===== config.mk =====
export PLATFORM = sky130hd
export DESIGN_NAME = alu_seq_flat
export DESIGN_NICKNAME = d
export VERILOG_FILES = /design/src/rtl/alu_seq_pkg.sv /design/src/rtl/alu_seq_if.sv /design/src/rtl/alu_seq_mul.sv /design/src/rtl/alu_seq.sv /design/src/flat_wrapper.sv
export SDC_FILE = /design/constraint.sdc
export NUM_CORES = 1
export LEC_CHECK = 0
export BUFFER_PORTS_ARGS = -buffer_cell sky130_fd_sc_hd__buf_2
export CAP_MARGIN = 20
export CORE_ASPECT_RATIO = 2
export CORE_MARGIN = 2
export CORE_UTILIZATION = 61
export CTS_CLUSTER_DIAMETER = 80
export DETAILED_ROUTE_END_ITERATION = 10
export MAX_ROUTING_LAYER = met4
export PLACE_DENSITY = 0.86
export SLEW_MARGIN = 20
export SYNTH_ARGS = -nofsm -noshare
export SYNTH_HDL_FRONTEND = slang
export SYNTH_SLANG_ARGS = --single-unit

===== constraint.sdc =====
create_clock -name clk -period 3.7 [get_ports clk]
set_input_delay 0.555 -clock clk [delete_from_list [all_inputs] [get_ports clk]]
set_output_delay 0.555 -clock clk [all_outputs]
set_load 0.01 [all_outputs]

===== src/rtl/alu_seq_pkg.sv =====
// rtl/alu_seq_pkg.sv - opcode and FSM state enums plus flag-bit indices for alu_seq.
package alu_seq_pkg;

    typedef enum logic [2:0] {
        OP_ADD = 3'b000,
        OP_SUB = 3'b001,
        OP_AND = 3'b010,
        OP_OR  = 3'b011,
        OP_XOR = 3'b100,
        OP_SHL = 3'b101,
        OP_SHR = 3'b110,
        OP_MUL = 3'b111
    } op_e;

    typedef enum logic [1:0] {
        IDLE = 2'b00,
        EXEC = 2'b01,
        MUL  = 2'b10,
        DONE = 2'b11
    } state_e;

    localparam int FLAG_C = 0;
    localparam int FLAG_Z = 1;
    localparam int FLAG_N = 2;
    localparam int FLAG_V = 3;
    localparam int FLAG_W = 4;

endpackage


===== src/rtl/alu_seq_if.sv =====
// rtl/alu_seq_if.sv - operation request / result bundle between a requester and alu_seq.
interface alu_seq_if #(
    parameter int WIDTH = 8
);
    logic             Start;
    logic [2:0]       Op;
    logic [WIDTH-1:0] A;
    logic [WIDTH-1:0] B;
    logic             Busy;
    logic             Done;
    logic [WIDTH-1:0] ALU_Out;
    logic [WIDTH-1:0] ALU_OutHi;
    logic             CarryOut;
    logic             Zero;
    logic             Negative;
    logic             Overflow;
    logic             OpErr;

    modport master (
        output Start, Op, A, B,
        input  Busy, Done, ALU_Out, ALU_OutHi, CarryOut, Zero, Negative, Overflow, OpErr
    );

    modport slave (
        input  Start, Op, A, B,
        output Busy, Done, ALU_Out, ALU_OutHi, CarryOut, Zero, Negative, Overflow, OpErr
    );

endinterface


===== src/rtl/alu_seq_mul.sv =====
// rtl/alu_seq_mul.sv - unsigned shift-add multiplier, one iteration per step pulse.
// Only instantiated when ALU_SEQ_MUL_EN is defined.
module alu_seq_mul #(
    parameter int WIDTH = 8
) (
    input  logic               clk,
    input  logic               reset,
    input  logic               load_i,
    input  logic               step_i,
    input  logic [WIDTH-1:0]   a_i,
    input  logic [WIDTH-1:0]   b_i,
    output logic [2*WIDTH-1:0] product_o
);

    logic [WIDTH-1:0]   mcand_q, mcand_d;
    logic [2*WIDTH-1:0] prod_q, prod_d;
    logic [WIDTH:0]     partial;

    // Multiplier sits in the low half and is consumed LSB-first as the product shifts in.
    always_comb begin
        mcand_d = mcand_q;
        prod_d  = prod_q;
        partial = {1'b0, prod_q[2*WIDTH-1:WIDTH]} + (prod_q[0] ? {1'b0, mcand_q} : '0);
        if (load_i) begin
            mcand_d = a_i;
            prod_d  = {{WIDTH{1'b0}}, b_i};
        end else if (step_i) begin
            prod_d  = {partial, prod_q[WIDTH-1:1]};
        end
    end

    always_ff @(posedge clk) begin
        if (reset) begin
            mcand_q <= '0;
            prod_q  <= '0;
        end else begin
            mcand_q <= mcand_d;
            prod_q  <= prod_d;
        end
    end

    assign product_o = prod_q;

endmodule


===== src/rtl/alu_seq.sv =====
// rtl/alu_seq.sv - sequential ALU: start/busy/done handshake, registered result and flags.
// Define ALU_SEQ_MUL_EN to compile in the multi-cycle shift-add MUL path.
module alu_seq
    import alu_seq_pkg::*;
#(
    parameter int WIDTH = 8
) (
    input  logic      clk,
    input  logic      reset,
    alu_seq_if.slave  bus
);

    state_e            state_q;
    op_e               op_q;
    op_e               start_op;
    logic [WIDTH-1:0]  a_q, b_q;
    logic [WIDTH-1:0]  out_q, hi_q;
    logic [FLAG_W-1:0] flags_q;
    logic              operr_q, busy_q, done_q;

    logic [WIDTH:0]    sum_ext;
    logic [WIDTH-1:0]  ex_out;
    logic [FLAG_W-1:0] ex_flags;
    logic              ex_err;

    assign start_op = op_e'(bus.Op);

    always_comb begin
        sum_ext  = '0;
        ex_out   = '0;
        ex_flags = '0;
        ex_err   = 1'b0;
        case (op_q)
            OP_ADD: begin
                sum_ext          = {1'b0, a_q} + {1'b0, b_q};
                ex_out           = sum_ext[WIDTH-1:0];
                ex_flags[FLAG_C] = sum_ext[WIDTH];
                ex_flags[FLAG_V] = (a_q[WIDTH-1] == b_q[WIDTH-1]) && (ex_out[WIDTH-1] != a_q[WIDTH-1]);
            end
            OP_SUB: begin
                sum_ext          = {1'b0, a_q} + {1'b0, ~b_q} + {{WIDTH{1'b0}}, 1'b1};
                ex_out           = sum_ext[WIDTH-1:0];
                ex_flags[FLAG_C] = sum_ext[WIDTH];
                ex_flags[FLAG_V] = (a_q[WIDTH-1] != b_q[WIDTH-1]) && (ex_out[WIDTH-1] != a_q[WIDTH-1]);
            end
            OP_AND: ex_out = a_q & b_q;
            OP_OR:  ex_out = a_q | b_q;
            OP_XOR: ex_out = a_q ^ b_q;
            OP_SHL: begin
                ex_out           = {a_q[WIDTH-2:0], 1'b0};
                ex_flags[FLAG_C] = a_q[WIDTH-1];
            end
            OP_SHR: begin
                ex_out           = {1'b0, a_q[WIDTH-1:1]};
                ex_flags[FLAG_C] = a_q[0];
            end
            // MUL only reaches EXEC when the multiplier is not built in.
            default: ex_err = 1'b1;
        endcase
        ex_flags[FLAG_Z] = !ex_err && (ex_out == '0);
        ex_flags[FLAG_N] = ex_out[WIDTH-1];
    end

`ifdef ALU_SEQ_MUL_EN
    localparam int CW = $clog2(WIDTH + 1);
    localparam logic [CW-1:0] CNT_LAST = CW'(WIDTH);

    logic [CW-1:0]      cnt_q;
    logic               mul_load, mul_step;
    logic [2*WIDTH-1:0] product;
    logic [FLAG_W-1:0]  mul_flags;

    assign mul_load = ((state_q == IDLE) || (state_q == DONE)) && bus.Start && (start_op == OP_MUL);
    // WIDTH step cycles, then one more cycle in MUL to register the finished product.
    assign mul_step = (state_q == MUL) && (cnt_q != CNT_LAST);

    alu_seq_mul #(.WIDTH(WIDTH)) u_mul (
        .clk       (clk),
        .reset     (reset),
        .load_i    (mul_load),
        .step_i    (mul_step),
        .a_i       (bus.A),
        .b_i       (bus.B),
        .product_o (product)
    );

    always_comb begin
        mul_flags         = '0;
        mul_flags[FLAG_C] = |product[2*WIDTH-1:WIDTH];
        mul_flags[FLAG_Z] = (product == '0);
        mul_flags[FLAG_N] = product[WIDTH-1];
    end
`endif

    always_ff @(posedge clk) begin
        if (reset) begin
            state_q <= IDLE;
            op_q    <= OP_ADD;
            a_q     <= '0;
            b_q     <= '0;
            out_q   <= '0;
            hi_q    <= '0;
            flags_q <= '0;
            operr_q <= 1'b0;
            busy_q  <= 1'b0;
            done_q  <= 1'b0;
`ifdef ALU_SEQ_MUL_EN
            cnt_q   <= '0;
`endif
        end else begin
            done_q <= 1'b0;
            case (state_q)
                IDLE, DONE: begin
                    if (bus.Start) begin
                        a_q    <= bus.A;
                        b_q    <= bus.B;
                        op_q   <= start_op;
                        busy_q <= 1'b1;
`ifdef ALU_SEQ_MUL_EN
                        if (start_op == OP_MUL) begin
                            state_q <= MUL;
                            cnt_q   <= '0;
                        end else begin
                            state_q <= EXEC;
                        end
`else
                        state_q <= EXEC;
`endif
                    end else begin
                        state_q <= IDLE;
                    end
                end
                EXEC: begin
                    state_q <= DONE;
                    busy_q  <= 1'b0;
                    done_q  <= 1'b1;
                    out_q   <= ex_out;
                    hi_q    <= '0;
                    flags_q <= ex_flags;
                    operr_q <= ex_err;
                end
`ifdef ALU_SEQ_MUL_EN
                MUL: begin
                    if (cnt_q == CNT_LAST) begin
                        state_q <= DONE;
                        busy_q  <= 1'b0;
                        done_q  <= 1'b1;
                        out_q   <= product[WIDTH-1:0];
                        hi_q    <= product[2*WIDTH-1:WIDTH];
                        flags_q <= mul_flags;
                        operr_q <= 1'b0;
                    end else begin
                        cnt_q <= cnt_q + CW'(1);
                    end
                end
`endif
                default: begin
                    state_q <= IDLE;
                    busy_q  <= 1'b0;
                end
            endcase
        end
    end

    assign bus.Busy      = busy_q;
    assign bus.Done      = done_q;
    assign bus.ALU_Out   = out_q;
    assign bus.ALU_OutHi = hi_q;
    assign bus.CarryOut  = flags_q[FLAG_C];
    assign bus.Zero      = flags_q[FLAG_Z];
    assign bus.Negative  = flags_q[FLAG_N];
    assign bus.Overflow  = flags_q[FLAG_V];
    assign bus.OpErr     = operr_q;

endmodule


===== src/flat_wrapper.sv =====
// flat-port wrapper written by rule: the top's interface ports become plain ports
module alu_seq_flat import alu_seq_pkg::*;
#(
    parameter int WIDTH = 8
)
  (clk, reset, bus_Start, bus_Op, bus_A, bus_B, bus_Busy, bus_Done, bus_ALU_Out, bus_ALU_OutHi, bus_CarryOut, bus_Zero, bus_Negative, bus_Overflow, bus_OpErr);
  alu_seq_if #(.WIDTH(WIDTH)) bus_i ();
  input  logic clk;
  input  logic reset;
  input wire logic [$bits(bus_i.Start)-1:0] bus_Start;
  input wire logic [$bits(bus_i.Op)-1:0] bus_Op;
  input wire logic [$bits(bus_i.A)-1:0] bus_A;
  input wire logic [$bits(bus_i.B)-1:0] bus_B;
  output wire logic [$bits(bus_i.Busy)-1:0] bus_Busy;
  output wire logic [$bits(bus_i.Done)-1:0] bus_Done;
  output wire logic [$bits(bus_i.ALU_Out)-1:0] bus_ALU_Out;
  output wire logic [$bits(bus_i.ALU_OutHi)-1:0] bus_ALU_OutHi;
  output wire logic [$bits(bus_i.CarryOut)-1:0] bus_CarryOut;
  output wire logic [$bits(bus_i.Zero)-1:0] bus_Zero;
  output wire logic [$bits(bus_i.Negative)-1:0] bus_Negative;
  output wire logic [$bits(bus_i.Overflow)-1:0] bus_Overflow;
  output wire logic [$bits(bus_i.OpErr)-1:0] bus_OpErr;
  assign bus_i.Start = bus_Start;
  assign bus_i.Op = bus_Op;
  assign bus_i.A = bus_A;
  assign bus_i.B = bus_B;
  assign bus_Busy = bus_i.Busy;
  assign bus_Done = bus_i.Done;
  assign bus_ALU_Out = bus_i.ALU_Out;
  assign bus_ALU_OutHi = bus_i.ALU_OutHi;
  assign bus_CarryOut = bus_i.CarryOut;
  assign bus_Zero = bus_i.Zero;
  assign bus_Negative = bus_i.Negative;
  assign bus_Overflow = bus_i.Overflow;
  assign bus_OpErr = bus_i.OpErr;
  alu_seq #(.WIDTH(WIDTH)) u_core (.clk(clk), .reset(reset), .bus(bus_i));
endmodule

# Yosys cells after proc, flatten, opt, wreduce, memory -nomap -nowiden
# Cells that the tools add are included.
# op_classes
n_addsub	3
eq_ne	12
mux	7
n_bitwise	5
reduce_logical	10
# op_table
operator	n
8-bit case mux with 7 select lines	1
8-bit by 8-bit adder with 9-bit output	2
9-bit by 1-bit adder with 9-bit output, second input constant	1
3-bit == test, second input constant	3
8-bit AND	1
8-bit logical NOT	1
8-bit inverter	1
8-bit OR	1
8-bit XOR	1
7-bit OR reduction	1
3-bit by 2-bit == test with 1-bit output, second input constant	2
1-bit case mux with 4 select lines	1
2-bit case mux with 2 select lines	1
2-bit OR reduction	2
3-bit by 1-bit == test with 1-bit output, second input constant	1
1-bit logical AND	3
3-bit logical NOT	1
1-bit 2-to-1 mux	3
1-bit != test	3
2-bit by 1-bit == test with 1-bit output, second input constant	1
2-bit == test, second input constant	1
2-bit logical NOT	1
1-bit case mux with 2 select lines	1
2-bit AND reduction	1
2 further kinds	2
# word_totals
reg_bits	36
input_bits	22
out_inout_bits	23
word_cells	46

# Logic depth before layout (Yosys ltp)
# Gate-level depths: netlist of the first run.
# depth
ltp_word	6
ltp_mapped	10
mapped_depth_nobuf	10

# Worst setup path after synthesis of the first run
# OpenSTA, ideal clock, no wires.
# synth_path
path_kind	reg-to-reg
start	reg u_core.a_q[2]
end	reg u_core.flags_q[2]
setup_time_ps	117
t_arrival_ps	2305
t_required_ps	3583
setup_slack_ps	1278
path_stages_with_launch	11
path_buffers	1
period_less_slack_ps	2422
cell_sequence	dfxtp_1 > inv_1 > ha_1 > buf_6 > or3_4 > a31oi_4 > a221o_1 > nor2_1 > or4_1 > o41a_1 > a22o_1
# synth_via
elab_chain_cells	3
elab_cells_between_ends	4
cone_classes	add/sub: 3; mux: 1
# synth_lines
item	line	source
from (decl)	alu_seq.sv:16	logic [WIDTH-1:0] a_q, b_q;
from (signal assigned)	alu_seq.sv:115	a_q <= bus.A;
8-bit by 8-bit adder with 9-bit output	alu_seq.sv:41	sum_ext = {1'b0, a_q} + {1'b0, ~b_q} + {{WIDTH{1'b0}}, 1'b1};
9-bit by 1-bit adder with 9-bit output	alu_seq.sv:41	
8-bit case mux with 7 select lines (*)	alu_seq.sv:33	case (op_q)
to (signal assigned)	alu_seq.sv:139	flags_q <= ex_flags;
to (decl)	alu_seq.sv:18	logic [FLAG_W-1:0] flags_q;
# Mark *: on every way between the ends. The rest lies on a longest branch, timed or not.
# A chain may end at the register's enable or synchronous reset.

# Final worst setup path of the first run
# Ends and elaborated chain as after synthesis.

==> run metrics, run 1 <==
run status finished, final reports clean; initial antenna violation count 0; port bufs 36; number of buffers inserted during clock tree synthesis 5; capturing point of the worst reg2reg path u_core.flags_q[2]; max-cap violation count 0; weighted congestion reported at the end of routability-driven placement 0.998; number of synthesis warnings 0; ranking of synthesized cells by area dfxtp_1 26%, ha_1 13%, nand2_1 8.1%, a21oi_1 6.0%, inv_1 4.1%; worst reg-to-reg path cell count 9; Starting Density 63.5%; chip height approximately 96 µm; destination of the worst hold path u_core.bus.ALU_Out[5]; total detailed-routing wirelength 6.89 mm; power per standard cell area a little under 400 nW/µm²; count of filler cells inserted in the layout between 300 and 400; total iterations of the first detailed-routing run 4; worst reg2reg startpoint u_core.a_q[2]; Cells on Worst Hold Path 1; area occupied by registers 681 µm²; flip-flop and latch count after synthesis 34; crit path max fanout 10; die area slightly below 5000 µm²; cell taking the most area after synthesis dfxtp_1; total setup violations reported at the end of the flow 0; share of the synthesized area in the top cell type approximately a quarter; via-per-instance ratio approximately 6; DRC violation count after routing 0; Relative slew margins between 40% and 50%; data arrival time of the critical path between 2 and 3 ns; fraction of final layout cells with drive strength greater than 1 between 10% and 20%; buffer levels on the longest clock path 2; Gates resized, CTS repair 0; Critical path buffers and inverters 1; vias in the first global route between 2000 and 2500; RSZ-0062 raised after global routing false; number of hold-slack violations in the final timing report 0; number of DRC markers in iteration 0 60; Post-layout nets slightly above 400; Crit. End Element flop; internal reg-to-reg setup slack about 1.0 ns; clock tree from TritonCTS built; Area Overhead vs Synth 9.41%; critical-path cell list inv_1, ha_1, or3_4, a31oi_4, a221o_1, nor2_1, or4_1, o41a_1, a22o_1; proportion of synthesized chip area in sequential cells about a quarter; Mapped Avg Cell Area 7.74 µm²; count of final max-slew check failures 0; antenna diode instance count 0; maximum number of pins on one net before global-route repair 25; final setup TNS 0 ns; required arrival time at the worst endpoint 3.90 ns; post-synthesis cell type count 57; register clock-pin slew on the reported worst setup and hold paths ~0.07 ns; cell area after technology mapping roughly 2600 µm²; ratio of final minimum period to clock period a little under three quarters; total number of vias around 2500; area inside the core boundary 4090 µm²; clock network latency to the later pin of the worst-skew pair about 0.30 ns; post-layout min period between 2 and 3 ns; CTS Sinks 34; worst min-delay path class reg -> reg; CTS Hold Buffers Added 0; count of mapped cells out of synthesis 335; most common cell after layout, fill and taps aside nand2_1; fmax roughly 0.38 GHz; Boundary Pins between 40 and 50; Layout Utilization around 69%; hold_sp u_core.bus.ALU_Out[5]; critical path type reg -> reg; family with the most delay on the worst path simple AND/OR/NAND/NOR gates; maximum resistive drop on vdd between 0.0004 and 0.0005 V; Most used DFF post-synth dfxtp_1; wire length of the first global-routing pass between 10 and 15 mm; Clock Root Buffer clkbuf_8; cell with the largest stage delay on the worst path dfxtp_1; area taken by multi-input logic gates 1680 µm²; most frequent cells in the layout 56 x nand2_1, 36 x buf_2, 34 x dfxtp_1; level count of the clock H-tree 2; crit start category flop; Post-CTS Setup Inserts 0; Synth async-reset ratio 0%; post-detailed-placement half-perimeter wirelength 5.50 mm; FP Rows 33; residual overflow from global routing 0; leakage power of the design 1.23 nW; routed length per instance between 15 and 20 µm; total global-route track usage between 30% and 40%; number of nets with antenna violations after routing 0; actual transition at the worst max-transition pin 0.807 ns; worst-case clock skew slightly above 0.007 ns; Die Width 50.1 µm; EDFF count, synth 0; Worst path max stage delay between 0.4 and 0.5 ns
## worst register-to-register path, cell delays in order, from the launching register on
cell and delay, ns:
dfxtp_1 0.44, inv_1 0.08, ha_1 0.40, or3_4 0.44, a31oi_4 0.19, a221o_1 0.17, nor2_1 0.05, or4_1 0.40
o41a_1 0.15, a22o_1 0.24
## through the flow
step | area [µm²] | instances | hold WS (ns) | total power, W | worst slack [ns]
detailed placement | 2750 | 408 | 0.439 | 0.000812 | 1.09
CTS | 2840 | 416 | 0.456 | 0.00110 | 1.07
global route | 2840 | 416 | 0.468 | 0.00116 | 0.956
floorplan | 2620 | 342 | 0.454 | 0.000722 | 1.28
finish | 2840 | 416 | 0.453 | 0.00110 | 1.05
global placement | 2750 | 408 | 0.431 | 0.000807 | 1.12
## registers in the layout, indices dropped and copies added (netlist names)
name and cells:
u_core.b_q 8, u_core.bus.OpErr 1, u_core.state_q 2, u_core.a_q 8, u_core.op_q 3, u_core.bus.ALU_Out 7, u_core.flags_q 4, u_core.bus.Busy 1
## where the power goes
part / switching [W] / internal, W
clock: 0.000142 / 0.000150
sequential: 0.0000348 / 0.000396
combinational: 0.000226 / 0.000154
total: 0.000403 / 0.000700
## worst max path at each step
| stage | from | to | depth (start not counted) |
|---|---|---|---|
| floorplan | u_core.a_q[2] | u_core.flags_q[2] | 10 |
| global placement | u_core.a_q[1] | u_core.flags_q[2] | 9 |
| detailed placement | u_core.a_q[1] | u_core.flags_q[2] | 9 |
| CTS | u_core.a_q[2] | u_core.flags_q[2] | 9 |
| global route | u_core.a_q[2] | u_core.flags_q[2] | 9 |
| finish | u_core.a_q[2] | u_core.flags_q[2] | 9 |
## cells by family (layout without fill, tap and decap cells)
| kind of cell | Yosys count | in the layout | share of synthesized area [%] |
|---|---|---|---|
| muxes | 5 | 5 | 2.46 |
| xor gates and xnor gates | 4 | 4 | 1.35 |
| DFF | 34 | 34 | 26.2 |
| adders and majority gates | 28 | 28 | 14.1 |
| buffers and inverters | 55 | 77 | 9.94 |
| other | 1 | 8 | 0.145 |
| and+or+nand+nor | 113 | 113 | 20.6 |
| AOI/OAI and AO/OA | 95 | 95 | 25.1 |
## synth_stat cells (all sizes together), types with 2 or more instances
cell type	number
nand2	56
dfxtp	34
a21oi	31
inv	28
ha	26
buf	18
nor2	15
o21ai	15
a22o	8
clkbuf	8
nand2b	8
nand3	6
nor2b	6
o211ai	6
nor3	5
a211oi	4
a211o	3
a21o	3
a221oi	3
a31oi	3
and2	3
mux2i	3
o22ai	3
or3	3
xnor2	3
a221o	2
fa	2
nand4	2
nand4b	2
o221ai	2
or4	2
## area by class of cell
type / instances / share of cell area [%]
Inverter: 29 / 3.84
Sequential cell: 34 / 24.0
Timing Repair Buffer: 40 / 7.41
Clock inverter: 1 / 0.176
Tap cell: 52 / 2.29
Multi-Input combinational cell: 253 / 59.3
Clock buffer: 7 / 3.04
## metal layers
layer  global-route usage (%)  wire length (µm)  part of all wire, %  vias to the layer above
met3                     4.19               275                  4.0                       41
met2                     54.7              3750                   54                       94
met1                     29.6              2380                   35                     1160
li1                         -                 -                    -                     1212
met4                     27.8               484                  7.0                        0
met5                        -                 0                    0                        -
No activity file was read; power rests on OpenSTA's default activity.
==> run 2: changes to the inputs <==
Settings changed: CORE_UTILIZATION 61 to 57, PLACE_DENSITY 0.86 to 0.81.
Clock period 3.7 ns to 2.8 ns, I/O delays scaled along.
==> run 2 against run 1 <==
Net effect:
- first-iteration DRC count grew 12%
- non-clock buffer count grew 7
- fmax increased by 2.2%
- largest power group unchanged
- sequential share of layout area decreased by 0.46 points
- die area rose by 6.6%
- register-to-register slack got worse by 0.84 ns
- flip-flop and latch count did not move
- cell count is 2.2% higher
==> run metrics, run 2 (synthesis gave the netlist of run 1 again) <==
run status finished, final reports clean; critical-path cell list inv_1, ha_1, or3_4, a31oi_4, a221o_1, nor2_1, or4_1, o41a_1, a22o_1; Cells on Worst Hold Path 3 (+2); weighted congestion reported at the end of routability-driven placement 0.998 (about the same); CTS Hold Buffers Added 0 (unchanged); maximum number of pins on one net before global-route repair 25 (unchanged); area inside the core boundary 4380 µm² (+7.2%); Post-CTS Setup Inserts 0 (unchanged); routed length per instance 16.1 µm (-2.8%); clock network latency to the later pin of the worst-skew pair 0.30 ns (about the same); dpl cell area 2800 µm² (+2.0%); Starting Density 59.2% (-4.3 points); final standard cell area without fillers 2890 µm² (+1.9%); number of DRC markers in iteration 0 67 (+12%); total detailed-routing wirelength 6.84 mm (-0.70%); Crit. End Element flop; Die Width 51.7 µm (+3.2%); crit start category flop; DRC violation count after routing 0 (unchanged); PnR Total Power 0.00147 W (+33%); total number of vias 2548 (+1.6%); residual overflow from global routing 0 (unchanged); post-route setup slack 0.204 ns (-0.844 ns); fmax 0.385 GHz (+2.2%); Area Overhead vs Synth 11.5%; actual transition at the worst max-transition pin 0.723 ns (-0.0836 ns); antenna diode instance count 0 (unchanged); count of final max-slew check failures 0 (unchanged); internal reg-to-reg setup slack 0.20 ns (-0.84 ns); worst reg2reg startpoint u_core.a_q[2]; most frequent cells in the layout 56 x nand2_1, 36 x buf_2, 34 x dfxtp_1; Gates resized, CTS repair 0 (unchanged); worst min-delay path class in -> reg; critical path type reg -> reg; count of filler cells inserted in the layout 396 (+13%); worst reg-to-reg path cell count 9 (unchanged); post-layout min period 2.60 ns (-0.0563 ns); cell with the largest stage delay on the worst path or3_4; required arrival time at the worst endpoint 3.00 ns (-0.90 ns); wire length of the first global-routing pass 11.2 mm (+1.8%); leakage power of the design 1.26 nW (+2.8%); total global-route track usage 29.7% (-1.8 points); maximum resistive drop on vdd 0.000376 V (-14%); port bufs 36 (unchanged); clock tree from TritonCTS built; chip height 99.4 µm (+3.3%); initial antenna violation count 0 (unchanged); RSZ-0062 raised after global routing false; total setup violations reported at the end of the flow 0 (unchanged); number of nets with antenna violations after routing 0 (unchanged); Layout Utilization 66.0% (-3.4 points); number of hold-slack violations in the final timing report 0 (unchanged); fraction of final layout cells with drive strength greater than 1 15.9% (+1.6 points); CTS Sinks 34 (unchanged); crit path max fanout 10 (unchanged); register clock-pin slew on the reported worst setup and hold paths 0.08 ns (about the same); Post-layout nets 420 (+1.7%); power per standard cell area 507 nW/µm² (+30%); worst-case clock skew 0.00856 ns (+0.00141 ns); via-per-instance ratio 6.00 (-0.52%); Clock Root Buffer clkbuf_8; worst setup path startpoint u_core.a_q[2]; die area 5140 µm² (+6.6%); data arrival time of the critical path 2.79 ns (-0.06 ns); max-cap violation count 0 (unchanged); buffer levels on the longest clock path 2 (unchanged); Worst path max stage delay 0.43 ns (about the same); final setup TNS 0 ns (unchanged); post-detailed-placement half-perimeter wirelength 5.55 mm (+0.98%); setup slack after placement 0.199 ns (-0.891 ns); most common cell after layout, fill and taps aside nand2_1; total iterations of the first detailed-routing run 4 (unchanged); Worst setup endpoint u_core.flags_q[2]; vias in the first global route 2490 (+2.5%); capturing point of the worst reg2reg path u_core.flags_q[2]; Boundary Pins 45 (unchanged); number of buffers inserted during clock tree synthesis 5 (unchanged); level count of the clock H-tree 2 (unchanged); Relative slew margins 51.6% (+5.6 points); ratio of final minimum period to clock period 92.7% (+21 points); FP Rows 34 (+3.0%)
-- run 2: worst max-delay path: cells and delay by family, from the launching register on --
kind                       cells  cell delay [ns]
AOI/OAI and AO/OA              4             0.74
adders and majority gates      1             0.39
buffers and inverters          1             0.07
DFF                            1             0.42
and+or+nand+nor                3             0.88
-- run 2: routing by layer --
metal  share of wire, %  wire length [µm]  GRT usage [%]  up-vias
met1                 35              2390           28.7     1185
met2                 54              3690           52.2      103
met3                4.6               317           4.20       31
met4                6.5               444           20.2        0
met5                  0                 0              -        -
li1                   -                 -              -     1229
-- run 2: worst min path at each step --
stage               slack, ns                     to                   from
global placement         0.43  u_core.bus.ALU_Out[5]  u_core.bus.ALU_Out[5]
global route             0.37          u_core.b_q[3]               bus_B[3]
detailed placement       0.44  u_core.bus.ALU_Out[5]  u_core.bus.ALU_Out[5]
floorplan                0.45          u_core.b_q[2]          u_core.b_q[2]
CTS                      0.36         u_core.op_q[2]              bus_Op[2]
finish                   0.36          u_core.b_q[3]               bus_B[3]
-- run 2: layout make-up --
class                      count  area (µm²)  share of cell area, %
clock inverter                 1        5.00                  0.173
sequential                    34         681                   23.5
inverter                      29         109                   3.76
clock buffer                   7        86.3                   2.98
tap                           54        67.6                   2.34
timing repair buffer          47         263                   9.08
multi-input combinational    253        1680                   58.1
-- run 2: power breakdown --
group	total (W)	leakage [nW]	switching [W]	internal, W
clock	0.000394	0.0482	0.000195	0.000199
combinational	0.000507	0.938	0.000297	0.000211
sequential	0.000566	0.278	0.0000431	0.000523
-- run 2: stage by stage --
step | hold WS (ns) | instances
final | 0.358 | 425
after global routing | 0.367 | 425
after global placement | 0.433 | 417
after floorplan | 0.454 | 342
after detailed placement | 0.442 | 417
after CTS | 0.359 | 425
